File: src/rtl/countdown_timer.sv
// countdown_timer: loadable down-counter with terminal-count strobe.
// Supports one-shot or periodic auto-reload, pause/resume and restart.
// Optional prescaler compiled in with macro COUNTDOWN_PRESCALE_EN.
//
// Ports:
//   clk      in   clock, all state updates on posedge
//   rst      in   synchronous active-high reset
//   ld       in   load reload register (and count outside RUN) from v
//   v        in   WIDTH-bit load value
//   start    in   start / resume / restart request
//   stop     in   pause request
//   periodic in   1 = auto-reload on expiry, 0 = one-shot
//   count    out  current count (registered)
//   busy     out  high while running (registered)
//   tc       out  one-cycle terminal-count strobe (registered)
module countdown_timer #(
  parameter int unsigned WIDTH    = 8,
  parameter int unsigned PRESCALE = 4
) (
  input  logic             clk,
  input  logic             rst,
  input  logic             ld,
  input  logic [WIDTH-1:0] v,
  input  logic             start,
  input  logic             stop,
  input  logic             periodic,
  output logic [WIDTH-1:0] count,
  output logic             busy,
  output logic             tc
);

  typedef enum logic [1:0] {
    IDLE = 2'd0,
    RUN  = 2'd1,
    DONE = 2'd2
  } state_t;

  if (PRESCALE < 1) begin : g_bad_prescale
    $error("countdown_timer: PRESCALE must be >= 1");
  end

  state_t           state, state_d;
  logic [WIDTH-1:0] reload, reload_d;
  logic [WIDTH-1:0] count_d;
  logic [WIDTH-1:0] eff_count, eff_reload;
  logic             tc_d, busy_d;
  logic             tick;

`ifdef COUNTDOWN_PRESCALE_EN
  localparam int unsigned PW = (PRESCALE > 1) ? $clog2(PRESCALE) : 1;
  logic [PW-1:0] pre;

  assign tick = (pre == PW'(PRESCALE - 1));

  // Prescaler runs only in RUN; restart and stop discard any partial interval.
  always_ff @(posedge clk) begin
    if (rst) begin
      pre <= '0;
    end else if (state != RUN || start || stop || tick) begin
      pre <= '0;
    end else begin
      pre <= pre + PW'(1);
    end
  end
`else
  assign tick = 1'b1;
`endif

  // State and output registers
  always_ff @(posedge clk) begin
    if (rst) begin
      state  <= IDLE;
      count  <= '0;
      reload <= '0;
      tc     <= 1'b0;
      busy   <= 1'b0;
    end else begin
      state  <= state_d;
      count  <= count_d;
      reload <= reload_d;
      tc     <= tc_d;
      busy   <= busy_d;
    end
  end

  // Next-state logic; a same-cycle ld makes v the effective count/reload value
  always_comb begin
    state_d    = state;
    count_d    = count;
    reload_d   = reload;
    tc_d       = 1'b0;
    eff_count  = ld ? v : count;
    eff_reload = ld ? v : reload;
    unique case (state)
      IDLE, DONE: begin
        if (stop) begin
          state_d = IDLE;
        end else begin
          if (ld) begin
            reload_d = v;
            count_d  = v;
            state_d  = IDLE;
          end
          if (start) begin
            if (eff_count != '0) begin
              count_d = eff_count;
              state_d = RUN;
            end else if (eff_reload != '0) begin
              count_d = eff_reload;
              state_d = RUN;
            end else begin
              count_d = '0;
              tc_d    = 1'b1;
              state_d = DONE;
            end
          end
        end
      end
      RUN: begin
        if (stop) begin
          state_d = IDLE;
        end else begin
          if (ld) begin
            reload_d = v;
          end
          if (start) begin
            if (eff_reload != '0) begin
              count_d = eff_reload;
            end else begin
              count_d = '0;
              tc_d    = 1'b1;
              state_d = DONE;
            end
          end else if (tick) begin
            if (count > WIDTH'(1)) begin
              count_d = count - WIDTH'(1);
            end else begin
              // Expiry: count is 1 here, never 0, so no underflow
              tc_d = 1'b1;
              if (periodic && eff_reload != '0) begin
                count_d = eff_reload;
              end else begin
                count_d = '0;
                state_d = DONE;
              end
            end
          end
        end
      end
      default: begin
        state_d = IDLE;
        count_d = '0;
      end
    endcase
  end

  // Output logic
  always_comb begin
    busy_d = (state_d == RUN);
  end

endmodule

File: config.mk
export PLATFORM = sky130hd
export DESIGN_NAME = countdown_timer
export DESIGN_NICKNAME = d
export VERILOG_FILES = /design/src/rtl/countdown_timer.sv
export SDC_FILE = /design/constraint.sdc
export NUM_CORES = 1
export LEC_CHECK = 0
export BUFFER_PORTS_ARGS = -buffer_cell sky130_fd_sc_hd__buf_2
export CAP_MARGIN = 10
export CORE_UTILIZATION = 40
export DETAILED_ROUTE_END_ITERATION = 7
export SYNTH_ARGS = -nofsm -noshare
export SYNTH_HDL_FRONTEND = slang
export SYNTH_SLANG_ARGS = --single-unit
File: constraint.sdc
create_clock -name clk -period 2.25 [get_ports clk]
set_clock_uncertainty 0.05 [all_clocks]
set_input_delay 0.5625 -clock clk [delete_from_list [all_inputs] [get_ports clk]]
set_output_delay 0.5625 -clock clk [all_outputs]
set_load 0.01 [all_outputs]
==> flow_summary.json, run 1 <==
{
  "grt_pass1_vias": 1658,
  "start_util_pct": 42.9,
  "report.final.hold_viol_count": 0,
  "postCtsResizedCells": 0,
  "max-cap-violations": 0,
  "worstSetupStartpointType": "register",
  "cts_num_sinks": 20,
  "async_flop_share_pct": 0,
  "ys_ff_latch": 20,
  "p_leak_nw": 0.813,
  "relSlewSlack_pct": 66.8,
  "htreeDepth": 1,
  "cts_root_buffer": "clkbuf_8",
  "hold_class": "reg -> reg",
  "cts_hold_buf": 0,
  "insertion_delay_ns": 0.27,
  "area_growth_pct": 19.7,
  "cp_data_required_time_ns": 2.38,
  "antenna_left": 0,
  "cts_buffers": 3,
  "grt_use_total_pct": 25.5,
  "drt-total-wl_um": 4920,
  "synth.distinct_cells": 56,
  "syn_inst": 210,
  "grt_pass1_wl_um": 8360,
  "gp_congestion": 0.907,
  "worstPathCellList": "buf_4 > ha_1 > or2_1 > and3_1 > nor3_1 > buf_4 > a222oi_1 > a211oi_1",
  "maxSlewViolCount": 0,
  "ir_worst_vdd_v": 0.000255,
  "cts_tree": "built",
  "post-route-period-util_pct": 96.1,
  "cts.clk_slew.worst_paths_ns": 0.09,
  "grt_max_degree": 20,
  "layout_min_cycle_time_ns": 2.16,
  "setup_tns_ns": 0,
  "die_area_mm2": 0.00431,
  "slowest_stage": "nor3_1",
  "antenna_found_initial": 0,
  "end_kind": "register",
  "die-height_um": 65.6,
  "viasPerCell": 6.09,
  "synth_commonest_cells": "20 x dfxtp_1, 17 x nand2_1, 17 x nor2_1",
  "num_vias": 1816,
  "synthesis.area_mm2": 0.00162,
  "worstMarginPinSlew_ns": 0.493,
  "first_iter_violations": 151,
  "synth_nets": 226,
  "drc": 0,
  "synth_top_area_cell": "dfxtp_1",
  "die_w_um": 65.6,
  "crit_top_cell": "buf_4",
  "crit_arrival_ns": 2.30,
  "synth-edff-count": 0,
  "rows": 22,
  "yosys_warnings": 0,
  "grt.overflow.total": 0,
  "final_cell_area_mm2": 0.00194,
  "insertedDiodeCount": 0,
  "critical_path_class": "reg -> reg",
  "cellPowerDensity_mw_per_mm2": 546,
  "nFillCells": 363,
  "port_buffers": 23,
  "post_dp_cell_area_mm2": 0.00188,
  "hold_ws_ns": 0.434,
  "synth_seq_area_share_pct": 24.7,
  "synth_top_area_share_pct": 24.7,
  "core_mm2": 0.00377,
  "top_level_ports": 24,
  "max_freq_ghz": 0.463,
  "rsz0062_at_grt": "false",
  "dpl.hpwl_um": 3740,
  "status": "completed",
  "cts_setup_buffers": 0,
  "clockBufferDepth": 2,
  "synthFlopType": "dfxtp_1",
  "critPathMaxStageDelay_ns": 0.39,
  "wl_per_cell_um": 16.5,
  "layout.nets": 267,
  "setup_viol": 0,
  "layout-drive-gt1-share_pct": 26.4,
  "synthTopCellsByArea": "dfxtp_1 25%, mux2i_1 4.9%, nor3_1 4.9%",
  "yosysMostFrequentCell": "dfxtp_1",
  "avgSynthCellArea_um2": 7.71,
  "first_pass_iters": 5,
  "worstPathMaxFanout": 6
}
==> metrics by stage <==
step	utilization (%)	worst slack (ns)	total power (W)	instances
after CTS	51.3	0.111	0.00106	298
after global routing	51.4	0.0218	0.00112	298
after detailed placement	49.8	0.0325	0.000764	294
after global placement	49.8	0.0501	0.000769	294
after floorplan	-	0.103	0.000638	210
final	51.4	0.0882	0.00106	298
==> cell type report <==
cell class                 count  area, um2  share of cell area [%]
inverter                      10       37.5                    1.94
multi-input combinational    164       1050                    54.3
clock buffer                   4       55.1                    2.84
tap                           48       60.1                    3.10
timing repair buffer          52        333                    17.2
sequential                    20        400                    20.7
==> power by group <==
group	switching (W)	leakage, nW	internal [W]	total (W)
clock	0.000137	0.0288	0.000156	0.000293
combinational	0.000207	0.620	0.000164	0.000372
sequential	0.0000168	0.164	0.000377	0.000393
total	0.000361	0.813	0.000697	0.00106
==> flip-flops by register name, summed over array words and instances, names as in the netlist <==
name,cells
busy,1
count,8
reload,8
state,2
tc,1
==> final timing paths <==
path	end	slack, ns	startpoint	depth (start not counted)
worst max-delay path	count[5]$_SDFFE_PP0P_	0.09	count[0]$_SDFFE_PP0P_	8
worst min-delay path	reload[7]$_SDFFE_PP0P_	0.43	reload[7]$_SDFFE_PP0P_	2
worst max register to register	count[5]$_SDFFE_PP0P_	0.09	count[0]$_SDFFE_PP0P_	8
worst min register to register	reload[7]$_SDFFE_PP0P_	0.43	reload[7]$_SDFFE_PP0P_	2
==> worst max-delay path: cells and delay by family, from the launching register on <==
| kind | cells | cell delay, ns |
|---|---|---|
| simple gates | 3 | 0.86 |
| buf+inv | 2 | 0.36 |
| flops | 1 | 0.32 |
| compound gates | 2 | 0.31 |
| fa+ha+maj | 1 | 0.19 |
==> per-layer routing <==
metal | up-vias | part of all wire (%) | global-route usage [%]
li1 | 870 | - | -
met1 | 843 | 45 | 35.1
met2 | 93 | 46 | 39.2
met3 | 10 | 7.5 | 5.38
met4 | 0 | 1.6 | 7.61
met5 | - | 0 | 0
==> cell usage in the layout (no fill, tap or decap), drive strengths merged, types with 3 or more instances in the layout <==
cell	netlist	routed
o31ai	3	3
buf	9	52
a211oi	7	7
o21ai	14	14
clkbuf	7	4
inv	10	10
a21oi	15	15
nand2	17	17
nand3	7	7
mux2i	8	8
nor4	3	3
nor2	17	17
o211ai	3	3
nor2b	3	3
nand2b	3	3
dfxtp	20	20
mux2	4	4
nor3	16	16
==> kinds of logic (layout without fill, tap and decap cells) <==
group	count (synthesis)	in the layout	share of synthesized area (%)
simple gates	81	81	26.1
compound gates	66	66	27.7
buf+inv	26	66	10.6
flops	20	20	24.7
mux	12	12	7.73
xor+xnor	3	3	1.62
fa+ha+maj	2	2	1.55
No activity file was read; power rests on OpenSTA's default activity.
==> inputs of run 2 (changes only) <==
==> constraint.sdc (replaced) <==
create_clock -name clk -period 2.2 [get_ports clk]
set_clock_uncertainty 0.05 [all_clocks]
set_input_delay 0.55 -clock clk [delete_from_list [all_inputs] [get_ports clk]]
set_output_delay 0.55 -clock clk [all_outputs]
set_load 0.01 [all_outputs]
==> flow_summary.json, run 2 (same netlist as run 1, synthesis figures left out) <==
{
  "insertedDiodeCount": 0,
  "first_iter_violations": 252,
  "r2r-start": "count[0]$_SDFFE_PP0P_",
  "report.final.hold_viol_count": 0,
  "reg_top3": "count (8), reload (8), state (2)",
  "layout-drive-gt1-share_pct": 27.7,
  "status": "completed",
  "die_w_um": 65.6,
  "dpl.hpwl_um": 3800,
  "area_growth_pct": 21.4,
  "setup_viol": 0,
  "gp_congestion": 0.896,
  "r2r_slack_ns": 0.14,
  "cts_hold_buf": 0,
  "top_level_ports": 24,
  "dp_worst_setup_slack_ns": 0.00591,
  "relSlewSlack_pct": 67.3,
  "antenna_found_initial": 0,
  "r2r-end": "count[6]$_SDFFE_PP0P_",
  "layout_common_cells": "32 x buf_4, 23 x buf_2, 20 x dfxtp_1",
  "holdPathStages": 2,
  "post-route-period-util_pct": 93.5,
  "grt_max_degree": 20,
  "crit_arrival_ns": 2.20,
  "max_freq_ghz": 0.486,
  "clockBufferDepth": 2,
  "final_util_pct": 52.1,
  "max-cap-violations": 0,
  "grt_pass1_wl_um": 8140,
  "drt-total-wl_um": 5090,
  "grt_pass1_vias": 1663,
  "final_common_cell": "buf_4",
  "core_mm2": 0.00377,
  "grt.overflow.total": 0,
  "viasPerCell": 6.01,
  "min-delay-start": "reload[7]$_SDFFE_PP0P_",
  "reg2regPathDepth": 7,
  "hold_class": "reg -> reg",
  "port_buffers": 23,
  "htreeDepth": 1,
  "worstMarginPinSlew_ns": 0.486,
  "worst_slack_ns": 0.142,
  "layout_min_cycle_time_ns": 2.06,
  "rows": 22,
  "insertion_delay_ns": 0.27,
  "critical_path_class": "reg -> reg",
  "hold_end": "reload[7]$_SDFFE_PP0P_",
  "drc": 0,
  "cts.clk_slew.worst_paths_ns": 0.09,
  "cts_tree": "built",
  "maxSlewViolCount": 0,
  "layout.nets": 270,
  "cts_setup_buffers": 0,
  "cts_num_sinks": 20,
  "nFillCells": 382,
  "die_area_mm2": 0.00431,
  "start_util_pct": 42.9,
  "cts_root_buffer": "clkbuf_8",
  "wl_per_cell_um": 16.9,
  "ir_worst_vdd_v": 0.000536,
  "end_kind": "register",
  "cp_data_required_time_ns": 2.34,
  "p_leak_nw": 0.829,
  "cellPowerDensity_mw_per_mm2": 556,
  "cts_buffers": 3,
  "die-height_um": 65.6,
  "grt_use_total_pct": 25.0,
  "num_vias": 1810,
  "antenna_left": 0,
  "worstSetupStartpointType": "register",
  "first_pass_iters": 5,
  "worstPathMaxFanout": 3
}
-- run 2: cell count changes in the layout (fill, tap and decap cells not counted), sizes merged --
cell | previous run | this run
buf | 52 | 55
-- run 2: area by class of cell --
type / count / area, um2 / share of cell area, %
clock buffer: 4 / 55.1 / 2.80
inverter: 10 / 37.5 / 1.91
tap: 48 / 60.1 / 3.06
timing repair buffer: 55 / 355 / 18.1
multi-input combinational: 164 / 1060 / 53.8
sequential: 20 / 400 / 20.4
-- run 2: timing repair --
action	CTS	global route
endpoints found under the setup margin	0	4
hold endpoints to repair	0	0
gates resized for setup	0	2
-- run 2: worst max-delay path, stage by stage, from the launching register on --
cell       delay, ns
dfxtp_1         0.32
inv_1           0.07
ha_1            0.17
or4b_4          0.49
or4b_1          0.50
a211oi_2        0.21
a41oi_1         0.07
o2111ai_1       0.12
-- run 2: where the power goes --
| part | internal (W) | switching [W] |
|---|---|---|
| Clock | 0.000160 | 0.000136 |
| Combinational | 0.000176 | 0.000218 |
| Sequential | 0.000385 | 0.0000172 |
| Total | 0.000721 | 0.000371 |
-- run 2: routing by layer --
metal | share of wire (%) | track usage (%) | vias to the layer above | wire, um
met5 | 0 | 0 | - | 0
met4 | 1.3 | 8.15 | 0 | 68
met3 | 9.2 | 5.73 | 8 | 468
met2 | 45 | 37.9 | 99 | 2290
met1 | 45 | 34.5 | 825 | 2260
li1 | - | - | 878 | -
-- run 2: per-stage QoR --
stage                     cell area, um2  TNS [ns]  hold slack, ns  cells  power, W
final                               1970         0           0.428    301   0.00109
after global routing                1970   -0.0400           0.458    301   0.00115
after CTS                           1960         0           0.434    301   0.00110
after detailed placement            1900         0           0.422    297  0.000794
after global placement              1900         0           0.420    297  0.000798
after floorplan                     1620         0           0.395    210  0.000652
-- run 2: worst max-delay path by stage --
stage / from / end / slack [ns] / cells after the start
6_report: count[0]$_SDFFE_PP0P_ / count[6]$_SDFFE_PP0P_ / 0.14 / 7
5_1_grt: count[0]$_SDFFE_PP0P_ / count[6]$_SDFFE_PP0P_ / -0.04 / 7
4_1_cts: count[0]$_SDFFE_PP0P_ / count[5]$_SDFFE_PP0P_ / 0.02 / 8
3_5_place_dp: ld / state[1]$_SDFF_PP0_ / 0.006 / 9
3_3_place_gp: count[0]$_SDFFE_PP0P_ / count[5]$_SDFFE_PP0P_ / 0.03 / 8
2_1_floorplan: count[0]$_SDFFE_PP0P_ / count[5]$_SDFFE_PP0P_ / 0.05 / 8
==> inputs of run 3 (changes only) <==
--- a/config.mk
+++ b/config.mk
@@ -5,6 +5,7 @@
 export SDC_FILE = /design/constraint.sdc
 export NUM_CORES = 1
 export LEC_CHECK = 0
+export ABC_AREA = 1
 export BUFFER_PORTS_ARGS = -buffer_cell sky130_fd_sc_hd__buf_2
 export CAP_MARGIN = 10
 export CORE_UTILIZATION = 40
==> flow_summary.json, run 3 <==
{
  "status": "completed",
  "end_kind": "register",
  "synthFlopType": "dfxtp_1",
  "worstPathMaxFanout": 10,
  "grt_pass1_vias": 1681,
  "synth_top_area_share_pct": 24.5,
  "drc": 0,
  "r2r_slack_ns": 0.25,
  "critPathMaxStageDelay_ns": 0.37,
  "wl_per_cell_um": 11.8,
  "gp_congestion": 0.881,
  "top_level_ports": 24,
  "cts_num_sinks": 20,
  "first_pass_iters": 4,
  "cts_hold_buf": 0,
  "grt_use_total_pct": 22.3,
  "crit_arrival_ns": 2.06,
  "cts_buffers": 3,
  "report.final.hold_viol_count": 0,
  "p_leak_nw": 1.08,
  "cts_tree": "built",
  "clockBufferDepth": 2,
  "ys_ff_latch": 20,
  "die_w_um": 65.9,
  "cts_setup_buffers": 0,
  "max_freq_ghz": 0.514,
  "synth_commonest_cells": "68 x nand2_1, 58 x inv_1, 32 x nor2_1",
  "synthesis.area_mm2": 0.00163,
  "htreeDepth": 1,
  "start_util_pct": 43.0,
  "cp-startpoint": "count[0]$_SDFFE_PP0P_",
  "total_power_w": 0.00113,
  "dpl.hpwl_um": 3350,
  "insertedDiodeCount": 0,
  "grt.overflow.total": 0,
  "rsz0062_at_grt": "false",
  "ir_worst_vdd_v": 0.000324,
  "worstMarginPinSlew_ns": 0.470,
  "slowest_stage": "dfxtp_1",
  "layout.nets": 335,
  "layout_min_cycle_time_ns": 1.95,
  "port_buffers": 23,
  "cp_data_required_time_ns": 2.31,
  "cts.clk_slew.worst_paths_ns": 0.08,
  "rows": 22,
  "critical_path_class": "reg -> reg",
  "yosys_warnings": 0,
  "min-delay-start": "rst",
  "synth.distinct_cells": 27,
  "drt-total-wl_um": 4300,
  "grt_max_degree": 25,
  "area_growth_pct": 16.8,
  "yosysMostFrequentCell": "nand2_1",
  "synthTopCellsByArea": "dfxtp_1 25%, nand2_1 16%, inv_1 13%",
  "synth_top_area_cell": "dfxtp_1",
  "cellPowerDensity_mw_per_mm2": 591,
  "relSlewSlack_pct": 68.6,
  "die-height_um": 65.9,
  "grt_pass1_wl_um": 7400,
  "syn_inst": 288,
  "nFillCells": 410,
  "layout-drive-gt1-share_pct": 16.0,
  "core_mm2": 0.00380,
  "avgSynthCellArea_um2": 5.67,
  "post-route-period-util_pct": 88.5,
  "layout_common_cells": "68 x nand2_1, 58 x inv_1, 32 x nor2_1",
  "synth_nets": 304,
  "async_flop_share_pct": 0,
  "synth_seq_area_share_pct": 24.5,
  "worstPathCellList": "inv_1 > ha_1 > o21ai_0 > nor3_2 > buf_4 > nor2_1 > a21oi_2 > and2_1 > o21a_1",
  "final_util_pct": 50.3,
  "final_common_cell": "nand2_1",
  "r2r-start": "count[0]$_SDFFE_PP0P_",
  "die_area_mm2": 0.00434,
  "antenna_found_initial": 0,
  "setup_tns_ns": 0,
  "first_iter_violations": 105,
  "hold_ws_ns": 0.455,
  "synth-edff-count": 0,
  "viasPerCell": 4.78,
  "worstSetupStartpointType": "register",
  "hold_class": "in -> reg",
  "insertion_delay_ns": 0.26,
  "maxSlewViolCount": 0,
  "antenna_left": 0,
  "num_vias": 1750,
  "setup_viol": 0,
  "max-cap-violations": 0,
  "postCtsResizedCells": 0,
  "cts_root_buffer": "clkbuf_8",
  "reg_top3": "count (8), reload (8), state (2)"
}
[run 3: changes by cell type in the layout (fill, tap and decap cells not counted), sizes merged, moves of 3 or more]
cell	previous run	this run
a211oi	7	0
a21oi	15	18
buf	55	33
inv	10	59
mux2	4	0
mux2i	8	0
nand2	17	71
nand3	7	30
nor2	17	37
nor2b	3	0
nor3	16	3
nor4	3	0
o21ai	14	30
o31ai	3	0
[run 3: power breakdown]
part | total [W] | switching (W) | internal [W]
clock network | 0.000379 | 0.000136 | 0.000243
registers | 0.000406 | 0.0000196 | 0.000386
logic | 0.000343 | 0.000218 | 0.000125
[run 3: worst max-delay path, delay by kind of cell (launching register included)]
family | cells | cell delay (ns)
compound gates | 3 | 0.48
fa+ha+maj | 1 | 0.26
simple gates | 3 | 0.40
buf+inv | 2 | 0.27
flops | 1 | 0.37
[run 3: cells by family (layout without fill, tap and decap cells)]
family	after synthesis	count (layout)	share of synthesized area (%)
compound gates	54	54	18.1
xor+xnor	2	2	1.07
fa+ha+maj	2	2	1.53
buf+inv	67	97	16.6
flops	20	20	24.5
simple gates	143	143	38.1
[run 3: final cells by class]
type / count / area [um2] / area share (%)
Inverter: 60 / 225 / 11.8
Multi-Input combinational cell: 201 / 962 / 50.4
Tap cell: 48 / 60.1 / 3.15
Sequential cell: 20 / 400 / 21.0
Timing Repair Buffer: 33 / 190 / 9.96
Clock inverter: 1 / 30.0 / 1.57
Clock buffer: 3 / 41.3 / 2.16
[run 3: per-stage QoR]
step	std cells	setup slack (ns)	cell area [um2]
floorplan	288	0.469	1630
global placement	362	0.0246	1840
detailed placement	362	0.0238	1840
CTS	366	0.251	1910
global route	366	0.0829	1910
finish	366	0.253	1910
[run 3: worst paths after layout]
kind              cells after the start                      to
setup / recovery                      9           tc$_SDFF_PP0_
hold / removal                        2     state[0]$_SDFF_PP0_
setup reg to reg                      9           tc$_SDFF_PP0_
hold reg to reg                       2  reload[3]$_SDFFE_PP0P_
[run 3: routing by layer]
metal  track usage [%]  vias to the layer above  part of all wire [%]
met4              7.61                        0                  0.98
met1              27.1                      760                    48
li1                  -                      954                     -
met2              38.9                       31                    47
met3              4.14                        5                   4.1
met5                 0                        -                     0
